File: config.mk
export PLATFORM = sky130hd
export DESIGN_NAME = main_memory_block_reader_flat
export DESIGN_NICKNAME = d
export VERILOG_FILES = /design/src/rtl/main_memory_block_reader_if.sv /design/src/rtl/main_memory_block_reader.sv /design/src/flat_wrapper.sv
export SDC_FILE = /design/constraint.sdc
export NUM_CORES = 1
export LEC_CHECK = 0
export ABC_CLOCK_PERIOD_IN_PS = 5110
export CAP_MARGIN = 20
export CORE_UTILIZATION = 30
export CTS_BUF_LIST = sky130_fd_sc_hd__clkbuf_8
export DETAILED_ROUTE_END_ITERATION = 6
export GPL_TIMING_DRIVEN = 0
export PLACE_DENSITY = 0.67
export SLEW_MARGIN = 15
export SYNTH_ARGS = -nofsm -noshare
export SYNTH_HDL_FRONTEND = slang
export SYNTH_SLANG_ARGS = --single-unit
File: constraint.sdc
create_clock -name clk -period 5.11 [get_ports clk]
set_clock_uncertainty 0.15 [all_clocks]
set_input_delay 1.022 -clock clk [delete_from_list [all_inputs] [get_ports clk]]
set_output_delay 1.022 -clock clk [all_outputs]
set_load 0.005 [all_outputs]
File: src/rtl/main_memory_block_reader_if.sv
// Block-read bus between the cache (master) and main memory (slave).
// Write port signals exist only when MAIN_MEM_WRITE_EN is defined.
interface main_memory_block_reader_if #(
    parameter int ADDR_WIDTH      = 15,
    parameter int WORDS_PER_BLOCK = 4
);
    localparam int BLK_W  = ADDR_WIDTH - $clog2(WORDS_PER_BLOCK);
    localparam int DATA_W = 32 * WORDS_PER_BLOCK;

    logic              rd_req;
    logic [BLK_W-1:0]  block_addr;
    logic [DATA_W-1:0] block_data;
    logic              block_valid;
    logic              busy;
`ifdef MAIN_MEM_WRITE_EN
    logic                  wr_req;
    logic [ADDR_WIDTH-1:0] wr_addr;
    logic [31:0]           wr_data;

    modport master (output rd_req, block_addr, wr_req, wr_addr, wr_data,
                    input  block_data, block_valid, busy);
    modport slave  (input  rd_req, block_addr, wr_req, wr_addr, wr_data,
                    output block_data, block_valid, busy);
`else
    modport master (output rd_req, block_addr,
                    input  block_data, block_valid, busy);
    modport slave  (input  rd_req, block_addr,
                    output block_data, block_valid, busy);
`endif
endinterface

File: src/rtl/main_memory_block_reader.sv
// Main-memory backing store: returns one whole block LATENCY cycles after a read request.
// MAIN_MEM_WRITE_EN adds a single-word write port; without it the store is read-only.
//
// state   | meaning
// IDLE    | accepting rd_req (and wr_req when enabled)
// WAIT    | counting down the access latency for the latched block
// DELIVER | block_valid high for one cycle, block_data holds the block
module main_memory_block_reader #(
    parameter int ADDR_WIDTH      = 15,
    parameter int WORDS_PER_BLOCK = 4,
    parameter int LATENCY         = 4
) (
    input  logic                        clk,
    input  logic                        rst,
    main_memory_block_reader_if.slave   bus
);
    localparam int OFS_W  = $clog2(WORDS_PER_BLOCK);
    localparam int BLK_W  = ADDR_WIDTH - OFS_W;
    localparam int DATA_W = 32 * WORDS_PER_BLOCK;
    localparam logic [7:0] LOAD = 8'(LATENCY - 1);

    typedef enum logic [1:0] {IDLE = 2'd0, WAIT = 2'd1, DELIVER = 2'd2} state_t;

    state_t            state, state_n;
    logic [7:0]        cnt, cnt_n;
    logic [BLK_W-1:0]  addr_q, addr_n;
    logic [DATA_W-1:0] data_q, data_n;
    logic [BLK_W-1:0]  fetch_addr;
    logic [DATA_W-1:0] fetch_data;
    logic              load_data;
    logic [ADDR_WIDTH-1:0] word_addr;
    logic [OFS_W-1:0]  word_ofs;

`ifdef MAIN_MEM_WRITE_EN
    logic [31:0] mem [2**ADDR_WIDTH];
    logic        wr_fire;

    assign wr_fire = bus.wr_req && (state == IDLE);

    always_ff @(posedge clk) begin
        if (wr_fire) begin
            mem[bus.wr_addr] <= bus.wr_data;
        end
    end
`endif

    // Without the write port the array image is the identity map, so a word reads as its own address.
    always_comb begin
        fetch_data = '0;
        word_addr  = '0;
        word_ofs   = '0;
        for (int k = 0; k < WORDS_PER_BLOCK; k++) begin
            word_ofs  = OFS_W'(k);
            word_addr = {fetch_addr, word_ofs};
`ifdef MAIN_MEM_WRITE_EN
            // A write at the accepting edge must be visible when LATENCY is 1.
            if (wr_fire && (bus.wr_addr == word_addr)) begin
                fetch_data[32*k +: 32] = bus.wr_data;
            end else begin
                fetch_data[32*k +: 32] = mem[word_addr];
            end
`else
            fetch_data[32*k +: 32] = 32'(word_addr);
`endif
        end
    end

    always_comb begin
        state_n    = state;
        cnt_n      = cnt;
        addr_n     = addr_q;
        load_data  = 1'b0;
        fetch_addr = addr_q;
        case (state)
            IDLE: begin
                if (bus.rd_req) begin
                    addr_n = bus.block_addr;
                    cnt_n  = LOAD;
                    if (LOAD == 8'd0) begin
                        state_n    = DELIVER;
                        load_data  = 1'b1;
                        fetch_addr = bus.block_addr;
                    end else begin
                        state_n = WAIT;
                    end
                end
            end
            WAIT: begin
                cnt_n = cnt - 8'd1;
                if (cnt <= 8'd1) begin
                    cnt_n     = 8'd0;
                    state_n   = DELIVER;
                    load_data = 1'b1;
                end
            end
            DELIVER: state_n = IDLE;
            default: state_n = IDLE;
        endcase
        data_n = load_data ? fetch_data : data_q;
    end

    always_ff @(posedge clk or negedge rst) begin
        if (!rst) begin
            state  <= IDLE;
            cnt    <= '0;
            addr_q <= '0;
            data_q <= '0;
        end else begin
            state  <= state_n;
            cnt    <= cnt_n;
            addr_q <= addr_n;
            data_q <= data_n;
        end
    end

    assign bus.block_data  = data_q;
    assign bus.block_valid = (state == DELIVER);
    assign bus.busy        = (state != IDLE);
endmodule

File: src/flat_wrapper.sv
// flat-port wrapper written by rule: the top's interface ports become plain ports
module main_memory_block_reader_flat 
#(
    parameter int ADDR_WIDTH      = 15,
    parameter int WORDS_PER_BLOCK = 4,
    parameter int LATENCY         = 4
)
  (clk, rst, bus_rd_req, bus_block_addr, bus_block_data, bus_block_valid, bus_busy);
  main_memory_block_reader_if #(.ADDR_WIDTH(ADDR_WIDTH), .WORDS_PER_BLOCK(WORDS_PER_BLOCK)) bus_i ();
  input  logic clk;
  input  logic rst;
  input wire logic [$bits(bus_i.rd_req)-1:0] bus_rd_req;
  input wire logic [$bits(bus_i.block_addr)-1:0] bus_block_addr;
  output wire logic [$bits(bus_i.block_data)-1:0] bus_block_data;
  output wire logic [$bits(bus_i.block_valid)-1:0] bus_block_valid;
  output wire logic [$bits(bus_i.busy)-1:0] bus_busy;
  assign bus_i.rd_req = bus_rd_req;
  assign bus_i.block_addr = bus_block_addr;
  assign bus_block_data = bus_i.block_data;
  assign bus_block_valid = bus_i.block_valid;
  assign bus_busy = bus_i.busy;
  main_memory_block_reader #(.ADDR_WIDTH(ADDR_WIDTH), .WORDS_PER_BLOCK(WORDS_PER_BLOCK), .LATENCY(LATENCY)) u_core (.clk(clk), .rst(rst), .bus(bus_i));
endmodule
==> results of run 1 <==
-- registers in the layout, summed over array words and instances (netlist names) --
signal,cells
u_core.state,2
u_core.addr_q,13
u_core.cnt,8
u_core.bus.block_data,14
-- cells in the mapped netlist, drive strengths merged --
master | count | area, um2
buf | 116 | 875
dfrtp | 37 | 926
mux2 | 26 | 327
nand2 | 7 | 28.8
nor2 | 5 | 21.3
inv | 4 | 15.0
nor3 | 4 | 20.0
nand3 | 3 | 15.0
xor2 | 3 | 26.3
ha | 2 | 25.0
nor2b | 2 | 12.5
nor4 | 2 | 27.5
o21ai | 2 | 10.0
or2 | 2 | 12.5
or3 | 2 | 18.8
a21oi | 1 | 5.00
a221oi | 1 | 8.76
conb | 1 | 3.75
nand3b | 1 | 7.51
nand4 | 1 | 6.26
o21a | 1 | 7.51
o21ba | 1 | 10.0
o21bai | 1 | 7.51
o311ai | 1 | 8.76
o41ai | 1 | 8.76
or2b | 1 | 7.51
xnor2 | 1 | 8.76
-- cell families (layout without fill, tap and decap cells) --
logic type / count (synthesis) / in the layout / synth area share [%]
flip-flops: 37 / 37 / 37.8
other: 1 / 72 / 0.153
adder cells (fa/ha/maj): 2 / 2 / 1.02
AND/OR/NAND/NOR: 30 / 30 / 7.25
XOR/XNOR: 4 / 4 / 1.43
buffers and inverters: 120 / 202 / 36.3
AO/OA/AOI/OAI: 9 / 9 / 2.71
multiplexers: 26 / 26 / 13.3
-- per-stage QoR --
step                      utilization (%)  hold WS, ps  setup WS (ps)  cell area [um2]  cells
after floorplan                         -          325           3000             2720    300
after global placement               45.8          332           2000             3570    475
after detailed placement             46.0          339           2260             3590    476
after CTS                            47.0          355           2440             3670    484
after global routing                 47.0          374           2380             3670    484
final                                47.0          353           2450             3670    484
-- path summary, 6_finish.rpt --
kind | slack (ps) | depth (start not counted) | end
setup reg to reg | 3050 | 6 | u_core.cnt[4]$_DFFE_PN0P_
max in group asynchronous | 3950 | 2 | u_core.addr_q[0]$_DFFE_PN0P_
min in group asynchronous | 440 | 1 | u_core.addr_q[4]$_DFFE_PN0P_
hold / removal | 350 | 1 | u_core.bus.block_data[78]$_DFFE_PN0P_
setup / recovery | 2450 | 2 | bus_busy
hold reg to reg | 350 | 1 | u_core.bus.block_data[78]$_DFFE_PN0P_
-- cells in the final DEF, fill, tap and decap left out, types with 2 or more instances in the layout --
master           netlist  final
nor2b_1                2      2
dfrtp_1               37     37
buf_4                115    115
nand2_1                6      6
o21ai_0                2      2
inv_1                  3      4
xor2_1                 3      3
mux2_4                 9      9
conb_1                 1     72
ha_1                   2      2
clkdlybuf4s50_1        0     72
clkbuf_8               0      5
nor2_1                 4      4
nand3_1                3      3
nor3_1                 4      4
clkinv_2               0      2
mux2_2                17     17
-- critical path, delay by kind of cell (launching register included) --
family,cells,cell delay (ps)
flip-flops,1,410
AND/OR/NAND/NOR,1,330
buffers and inverters,1,460
-- routing by layer --
metal	GRT usage [%]	part of all wire, %
met5	0	0
met2	19.7	54
met1	10.7	38
met4	2.34	0.48
met3	2.63	7.9
-- power breakdown --
group	total, mW	switching, mW	internal (mW)
Clock	0.190	0.0978	0.0924
Combinational	0.984	0.310	0.674
Sequential	0.530	0.109	0.421
Total	1.71	0.517	1.19
-- cell type report --
type	count	area [um2]	area share (%)
Buffer	116	875	23.8
Clock buffer	5	68.8	1.87
Clock inverter	3	13.8	0.375
Inverter	4	15.0	0.409
Multi-Input combinational cell	143	901	24.5
Sequential cell	37	926	25.2
Tap cell	102	128	3.48
Timing Repair Buffer	74	746	20.3
==> results.md, run 1 <==
- Setup TNS: 0 ps
- Drt initial violations: 42
- Synth Instances: between 200 and 250
- Initial antenna violation count: 0
- Share of cells above drive strength 1: 41.6%
- VDD IR-drop max: about 0.28 mV
- Startpoint class of the critical path: flip-flop
- Status: completed
- Hold buffers post-CTS: 0
- Relative max-transition margin: about 52%
- Vias per cell: between 3 and 4
- Remaining antenna violation count after routing: 0
- Tot Pwr: 1.71 mW
- P_leak: just under 2 nW
- Total gr overflow: 0
- RR Startpoint: u_core.cnt[1]$_DFFE_PN0P_
- Layout fillers: about 720
- First-pass GRT wire length: between 6000 and 7000 um
- Clock sink count: 37
- CTS tree: yes
- GRT Total Usage: between 10% and 20%
- MaxCap Viol Count: 0
- CP Class: flip-flop to output pin
- Critical Path End Type: output pin
- Routability cong.: 0.809
- First-pass DRT Iterations: 4
- Num ports: 146
- CP max-delay cell: clkdlybuf4s50_1
- Period utilization: between 50% and 60%
- Avg Cell Area, Syn: approximately 11 um2
- Max-slew violation count: 0
- Later-pin clock latency in the skew report: ~280 ps
- Register area share after synthesis: 37.8%
- Drt wl/cell: between 9 and 10 um
- Req. time, crit path: between 3000 and 4000 ps
- Drt total wl: approximately 4400 um
- Initial Util: about a third
- Clock buffer count from CTS: 5
- CORE AREA: 7810 um2
- CP peak stage delay: ~460 ps
- N_diodes: 0
- Total number of vias: approximately 1700
- # port buffers: between 70 and 80
- Yosys warning count: 0
- Die X: 92.4 um
- Synthesized flop and latch total: 37
- Min Tclk post-route: ~2700 ps
- RSZ-0062 raised after global routing: no
- Crit-path max FO: 5
- Pin count of the biggest net entering global routing: 30
- Fin. Hold Viols: 0
- WP data arrival: ~1500 ps
- Die area: around 8500 um2
- Crit-path cells: or2_2 > clkdlybuf4s50_1
- Area delta synth->final: 49.9%
- Post-CTS Setup Inserts: 0
- Detail Placement HPWL: between 3000 and 4000 um
- CTS root buf: clkbuf_8
- Hold crit path type: flip-flop to flip-flop
- Fmax: around 380 MHz
- Slew @ Worst Pin: around 710 ps
- Synthesized area: 2450 um2
- Drt drc: 0
- Clock buffer depth: 2
- Row count: 32
- Post-CTS sizing: 0
- Nets: between 300 and 400
- Critical Path Start: u_core.state[0]$_DFFE_PN0P_
- Yosys cell types: 35
- Min-delay src: u_core.addr_q[12]$_DFFE_PN0P_
- Die Y: roughly 92 um
- Setup violators final: 0
- Worst-path clk slew: ~70 ps
- Htree depth: 2
- Pwr dens: about 460 nW/um2
- Vias in the first global route: ~1500
No activity file was read; power rests on OpenSTA's default activity.
==> inputs of run 2 (changes only) <==
--- a/config.mk
+++ b/config.mk
@@ -5,13 +5,13 @@
 export SDC_FILE = /design/constraint.sdc
 export NUM_CORES = 1
 export LEC_CHECK = 0
-export ABC_CLOCK_PERIOD_IN_PS = 5110
+export ABC_CLOCK_PERIOD_IN_PS = 2200
 export CAP_MARGIN = 20
 export CORE_UTILIZATION = 30
 export CTS_BUF_LIST = sky130_fd_sc_hd__clkbuf_8
 export DETAILED_ROUTE_END_ITERATION = 6
 export GPL_TIMING_DRIVEN = 0
-export PLACE_DENSITY = 0.67
+export PLACE_DENSITY = 0.69
 export SLEW_MARGIN = 15
 export SYNTH_ARGS = -nofsm -noshare
 export SYNTH_HDL_FRONTEND = slang
==> constraint.sdc (replaced) <==
create_clock -name clk -period 2.2 [get_ports clk]
set_clock_uncertainty 0.15 [all_clocks]
set_input_delay 0.44 -clock clk [delete_from_list [all_inputs] [get_ports clk]]
set_output_delay 0.44 -clock clk [all_outputs]
set_load 0.005 [all_outputs]
==> results.md, run 2 (synthesis results as in run 1) <==
- P_leak: 1.95 nW (was 1.92 nW)
- Vias in the first global route: 1490 (was 1526)
- Crit-path max FO: 5 (unchanged)
- Fmax: between 400 and 500 MHz
- Total gr overflow: 0 (unchanged)
- Req. time, crit path: 1610 ps (was 3940 ps)
- Detail Placement HPWL: 3510 um (was 3540 um)
- MaxCap Viol Count: 0 (unchanged)
- # port buffers: 73 (unchanged)
- Fin cells: 485 (was 484)
- First-pass GRT wire length: 6890 um (was 6900 um)
- Net Sw Power: 1.23 mW (was 517 uW)
- Max reg flops: 14 (unchanged)
- Row count: 32 (unchanged)
- Initial Util: 31.4% (unchanged)
- Pwr dens: 1130 nW/um2 (was 464 nW/um2)
- Status: completed (unchanged)
- Worst hold slack: 355 ps (was 353 ps)
- VDD IR-drop max: 0.536 mV (was 0.278 mV)
- Die X: 92.4 um (unchanged)
- Post-CTS Setup Inserts: 0 (unchanged)
- N_diodes: 0 (unchanged)
- Net Sw Frac: 29.0% (was 30.3%)
- Initial antenna violation count: 0 (unchanged)
- Nets: 400 (was 399)
- Area occupied by multi-input gates: 908 um2 (was 901 um2)
- Die area: 8530 um2 (unchanged)
- Most common cell after layout, fill and taps aside: buf_4 (unchanged)
- Period utilization: 94.7%
- First-pass DRT Iterations: 3 (was 4)
- Hold crit path type: flip-flop to flip-flop (unchanged)
- Area delta synth->final: 52.9% (was 49.9%)
- Routability cong.: 0.782 (was 0.809)
- CORE AREA: 7810 um2 (unchanged)
- Total number of vias: 1690 (was 1697)
- Min Tclk post-route: 2080 ps
- Drt initial violations: 23 (was 42)
- Htree depth: 2 (unchanged)
- Setup violators final: 0 (unchanged)
- CTS root buf: clkbuf_8 (unchanged)
- WP data arrival: 1490 ps (was 1480 ps)
- Fin. Hold Viols: 0 (unchanged)
- Placed cells: 476 (unchanged)
- GRT Total Usage: 10.2% (was 10.1%)
- Max-slew violation count: 0 (unchanged)
- Worst-path clk slew: 80 ps (was 70 ps)
- Clock sink count: 37 (unchanged)
- Drt wl/cell: 8.94 um (was 9.07 um)
- CP Class: flip-flop to output pin (unchanged)
- Relative max-transition margin: 64.8% (was 51.9%)
- Clock share of power: 16.8% (was 11.2%)
- Die Y: 92.4 um (unchanged)
- Num ports: 146 (unchanged)
- Cell count of the worst reg-to-reg path: 7 (was 6)
- Clock buffer count from CTS: 5 (unchanged)
- CTS tree: yes (unchanged)
- Layout fillers: 724 (unchanged)
- Startpoint class of the critical path: flip-flop (unchanged)
- RSZ-0062 raised after global routing: no (unchanged)
- Later-pin clock latency in the skew report: 290 ps (was 280 ps)
- Share of cells above drive strength 1: 42.0% (was 41.6%)
- Slew @ Worst Pin: 528 ps (was 713 ps)
- Drt drc: 0 (unchanged)
- P_int: 3.01 mW (was 1.19 mW)
- Hold depth: 1 (unchanged)
- Most frequent cells in the layout: buf_4, conb_1, clkdlybuf4s50_1, dfrtp_1, mux2_2 (unchanged)
- Critical Path End Type: output pin (unchanged)
- Comb pwr share: 54.3% (was 57.7%)
- Drt total wl: 4340 um (was 4390 um)
- Remaining antenna violation count after routing: 0 (unchanged)
- Sequential cell area: 926 um2 (unchanged)
- Clock buffer depth: 2 (unchanged)
- Vias per cell: 3.48 (was 3.51)
- Pin count of the biggest net entering global routing: 32 (was 30)
- Sequential Power Share: 29.0% (was 31.1%)
-- run 2: cell count changes in the layout (fill, tap and decap cells not counted) --
cell,previous run,this run
bufinv_16,0,2
inv_1,4,3
o41ai_2,0,1
inv_6,0,1
o41ai_1,1,0
dlygate4sd3_1,0,1
clkinv_2,2,0
-- run 2: power groups by stage --
stage	clock network [mW]	logic [mW]	registers (mW)
after detailed placement	0	2.31	1.25
after global placement	0	2.26	1.23
after floorplan	0	1.35	1.20
after global routing	0.768	2.49	1.29
final	0.711	2.30	1.23
after CTS	0.736	2.32	1.24
-- run 2: cell type report --
class	instances	area share [%]
Tap cell	102	3.41
Clock inverter	3	1.84
Inverter	4	0.401
Buffer	116	23.4
Sequential cell	37	24.7
Multi-Input combinational cell	143	24.3
Clock buffer	5	1.84
Timing Repair Buffer	75	20.2
-- run 2: worst paths after layout --
check                                                  start                                      to  slack (ps)
worst max-delay path             u_core.state[0]$_DFFE_PN0P_                                bus_busy         120
worst min-delay path            u_core.addr_q[2]$_DFFE_PN0P_  u_core.bus.block_data[100]$_DFFE_PN0P_         350
worst max register to register     u_core.cnt[1]$_DFFE_PN0P_  u_core.bus.block_data[102]$_DFFE_PN0P_         180
worst min register to register  u_core.addr_q[2]$_DFFE_PN0P_  u_core.bus.block_data[100]$_DFFE_PN0P_         350
max in group asynchronous                                rst   u_core.bus.block_data[99]$_DFFE_PN0P_        1140
min in group asynchronous                                rst  u_core.bus.block_data[105]$_DFFE_PN0P_         360
-- run 2: layer usage --
layer | GRT usage (%) | part of all wire (%) | vias to the layer above
met5 | 0 | 0 | -
met4 | 2.73 | 0.83 | 0
met3 | 3.45 | 9.8 | 5
met2 | 18.5 | 51 | 82
met1 | 11.4 | 39 | 740
li1 | - | - | 863
-- run 2: repair_timing --
action	CTS	global route
hold endpoints to repair	6	0
gates resized for setup	0	1
endpoints found under the setup margin	0	2
hold buffers	1	0
-- run 2: through the flow --
stage | setup slack, ps | TNS [ps] | total power [mW] | instance area [um2] | util, %
2_1_floorplan | 398 | 0 | 2.55 | 2720 | -
3_3_place_gp | -352 | -13410 | 3.49 | 3570 | 45.8
3_5_place_dp | -123 | -799 | 3.56 | 3590 | 46.0
4_1_cts | 98.6 | 0 | 4.29 | 3740 | 47.9
5_1_grt | 47.4 | 0 | 4.55 | 3740 | 48.0
6_report | 116 | 0 | 4.24 | 3740 | 48.0
-- run 2: worst max-delay path: stages (launching register included) --
cell,delay [ps]
dfrtp_1,410
or2_2,340
clkdlybuf4s50_1,460
==> inputs of run 3 (changes only) <==
--- a/config.mk
+++ b/config.mk
@@ -12,6 +12,7 @@
 export DETAILED_ROUTE_END_ITERATION = 6
 export GPL_TIMING_DRIVEN = 0
 export PLACE_DENSITY = 0.69
+export SETUP_SLACK_MARGIN = 0.1
 export SLEW_MARGIN = 15
 export SYNTH_ARGS = -nofsm -noshare
 export SYNTH_HDL_FRONTEND = slang
==> results.md, run 3 (synthesis results as in run 1) <==
- Status: completed (unchanged)
- MaxCap Viol Count: 0 (unchanged)
- Placed cells: 476 (unchanged)
- Share of cells above drive strength 1: 42.4% (was 42.0%)
- Row count: 32 (unchanged)
- Final Instance Area: 3760 um2 (was 3740 um2)
- Min Tclk post-route: 1970 ps (was 2080 ps)
- Comb pwr share: 54.5% (was 54.3%)
- Startpoint class of the critical path: flip-flop (unchanged)
- Most frequent cells in the layout: buf_4, conb_1, clkdlybuf4s50_1, dfrtp_1, mux2_2 (unchanged)
- Nets: 401 (was 400)
- Max reg flops: 14 (unchanged)
- Initial antenna violation count: 0 (unchanged)
- Net Sw Power: 1.23 mW (about the same)
- First-pass DRT Iterations: 4 (was 3)
- Pin count of the biggest net entering global routing: 32 (unchanged)
- Num ports: 146 (unchanged)
- Setup TNS: 0 ps (unchanged)
- Clock share of power: 16.7% (was 16.8%)
- Met2 Usage GRT: 18.5% (about the same)
- Area delta synth->final: 53.5% (was 52.9%)
- Htree depth: 2 (unchanged)
- VDD IR-drop max: 0.511 mV (was 0.536 mV)
- Initial Util: 31.4% (unchanged)
- # port buffers: 73 (unchanged)
- CTS root buf: clkbuf_8 (unchanged)
- Placed Area: 3590 um2 (unchanged)
- Fin. Hold Viols: 0 (unchanged)
- Crit-path max FO: 10 (was 5)
- Remaining antenna violation count after routing: 0 (unchanged)
- Max-slew violation count: 0 (unchanged)
- Met3 Usage GRT: 3.45% (unchanged)
- Drt wl/cell: 8.95 um (was 8.94 um)
- Fin cells: 486 (was 485)
- Detail Placement HPWL: 3510 um (unchanged)
- Hold crit path type: flip-flop to flip-flop (unchanged)
- GRT Total Usage: 10.2% (about the same)
- First-pass GRT wire length: 6870 um (was 6890 um)
- Clock sink count: 37 (unchanged)
- Pwr dens: 1130 nW/um2 (about the same)
- WP data arrival: 1990 ps (was 1490 ps)
- Most common cell after layout, fill and taps aside: buf_4 (unchanged)
- CORE AREA: 7810 um2 (unchanged)
- Clock buffer depth: 2 (unchanged)
- CTS tree: yes (unchanged)
- Vias in the first global route: 1489 (was 1490)
- CP Class: flip-flop to flip-flop (was flip-flop to output pin)
- P_int: 3.02 mW (was 3.01 mW)
- Total number of vias: 1700 (was 1690)
- Period utilization: 89.5% (was 94.7%)
- Vias per cell: 3.50 (was 3.48)
- Drt drc: 0 (unchanged)
- Later-pin clock latency in the skew report: 290 ps (about the same)
- Total gr overflow: 0 (unchanged)
- Met1 Usage GRT: 11.3% (was 11.4%)
- Tot Pwr: 4.25 mW (was 4.24 mW)
- RSZ-0062 raised after global routing: no (unchanged)
- Net Sw Frac: 29.0% (about the same)
- P_leak: 1.96 nW (was 1.95 nW)
- Clock buffer count from CTS: 5 (unchanged)
- Die X: 92.4 um (unchanged)
- Setup violators final: 0 (unchanged)
- Drt total wl: 4350 um (was 4340 um)
- N_diodes: 0 (unchanged)
- Busiest metal layer after global routing: met2 (unchanged)
- Worst-path clk slew: 80 ps (about the same)
- Drt initial violations: 21 (was 23)
- Fmax: 508 MHz (was 480 MHz)
- Die Y: 92.4 um (unchanged)
- Routability cong.: 0.782 (unchanged)
- Die area: 8530 um2 (unchanged)
- Req. time, crit path: 2220 ps (was 1610 ps)
- Critical Path End Type: flip-flop (was output pin)
- Sequential Power Share: 28.8% (was 29.0%)
-- run 3: changes by cell type in the layout (fill, tap and decap cells not counted), sizes merged --
cell	change
dlymetal6s2s	+1
clkdlybuf4s50	-1
buf	+1
-- run 3: stage by stage --
step | utilization, % | hold slack [ps] | worst slack, ps
global placement | 45.8 | 333 | -352
global route | 48.2 | 376 | 126
floorplan | - | -5.59 | 398
finish | 48.2 | 355 | 231
CTS | 48.0 | 347 | 121
detailed placement | 46.0 | 145 | -123
-- run 3: what timing repair did --
item / in CTS / in global routing
buffers inserted: 1 / 0
resized for setup: 0 / 4
setup endpoints to repair: 1 / 9
hold buffers: 1 / 0
endpoints found under the hold margin: 6 / 0
-- run 3: layout make-up --
class	instances	area, um2
timing repair buffer	76	766
clock buffer	5	68.8
sequential	37	926
fill	723	4050
multi-input combinational	143	911
tap	102	128
inverter	4	17.5
buffer	116	875
clock inverter	3	68.8
-- run 3: worst max-delay path: stages (launching register included) --
cell	delay, ps
dfrtp_1	420
inv_1	90
ha_2	210
nor2_1	100
nor4_4	270
nand2_2	120
buf_6	190
mux2_4	300
-- run 3: path summary, 6_finish.rpt --
check	from	end	slack [ps]	cells after the start
max reg2reg	u_core.cnt[0]$_DFFE_PN0P_	u_core.bus.block_data[99]$_DFFE_PN0P_	230	7
min	u_core.addr_q[2]$_DFFE_PN0P_	u_core.bus.block_data[100]$_DFFE_PN0P_	350	1
max in group asynchronous	rst	u_core.bus.block_data[99]$_DFFE_PN0P_	1140	3
max	u_core.cnt[0]$_DFFE_PN0P_	u_core.bus.block_data[99]$_DFFE_PN0P_	230	7
min in group asynchronous	rst	u_core.bus.block_data[105]$_DFFE_PN0P_	360	2
min reg2reg	u_core.addr_q[2]$_DFFE_PN0P_	u_core.bus.block_data[100]$_DFFE_PN0P_	350	1
-- run 3: routing by layer --
layer / routed length, um / up-vias / part of all wire (%)
met4: 36 / 0 / 0.83
met3: 426 / 5 / 9.8
met5: 0 / - / 0
met2: 2220 / 82 / 51
li1: - / 867 / -
met1: 1660 / 746 / 38
-- run 3: power by group through the flow --
stage	Clock [mW]	Combinational, mW	Sequential [mW]
after floorplan	0	1.35	1.20
after global placement	0	2.26	1.23
after detailed placement	0	2.31	1.25
after CTS	0.736	2.34	1.23
after global routing	0.768	2.52	1.28
final	0.711	2.32	1.22
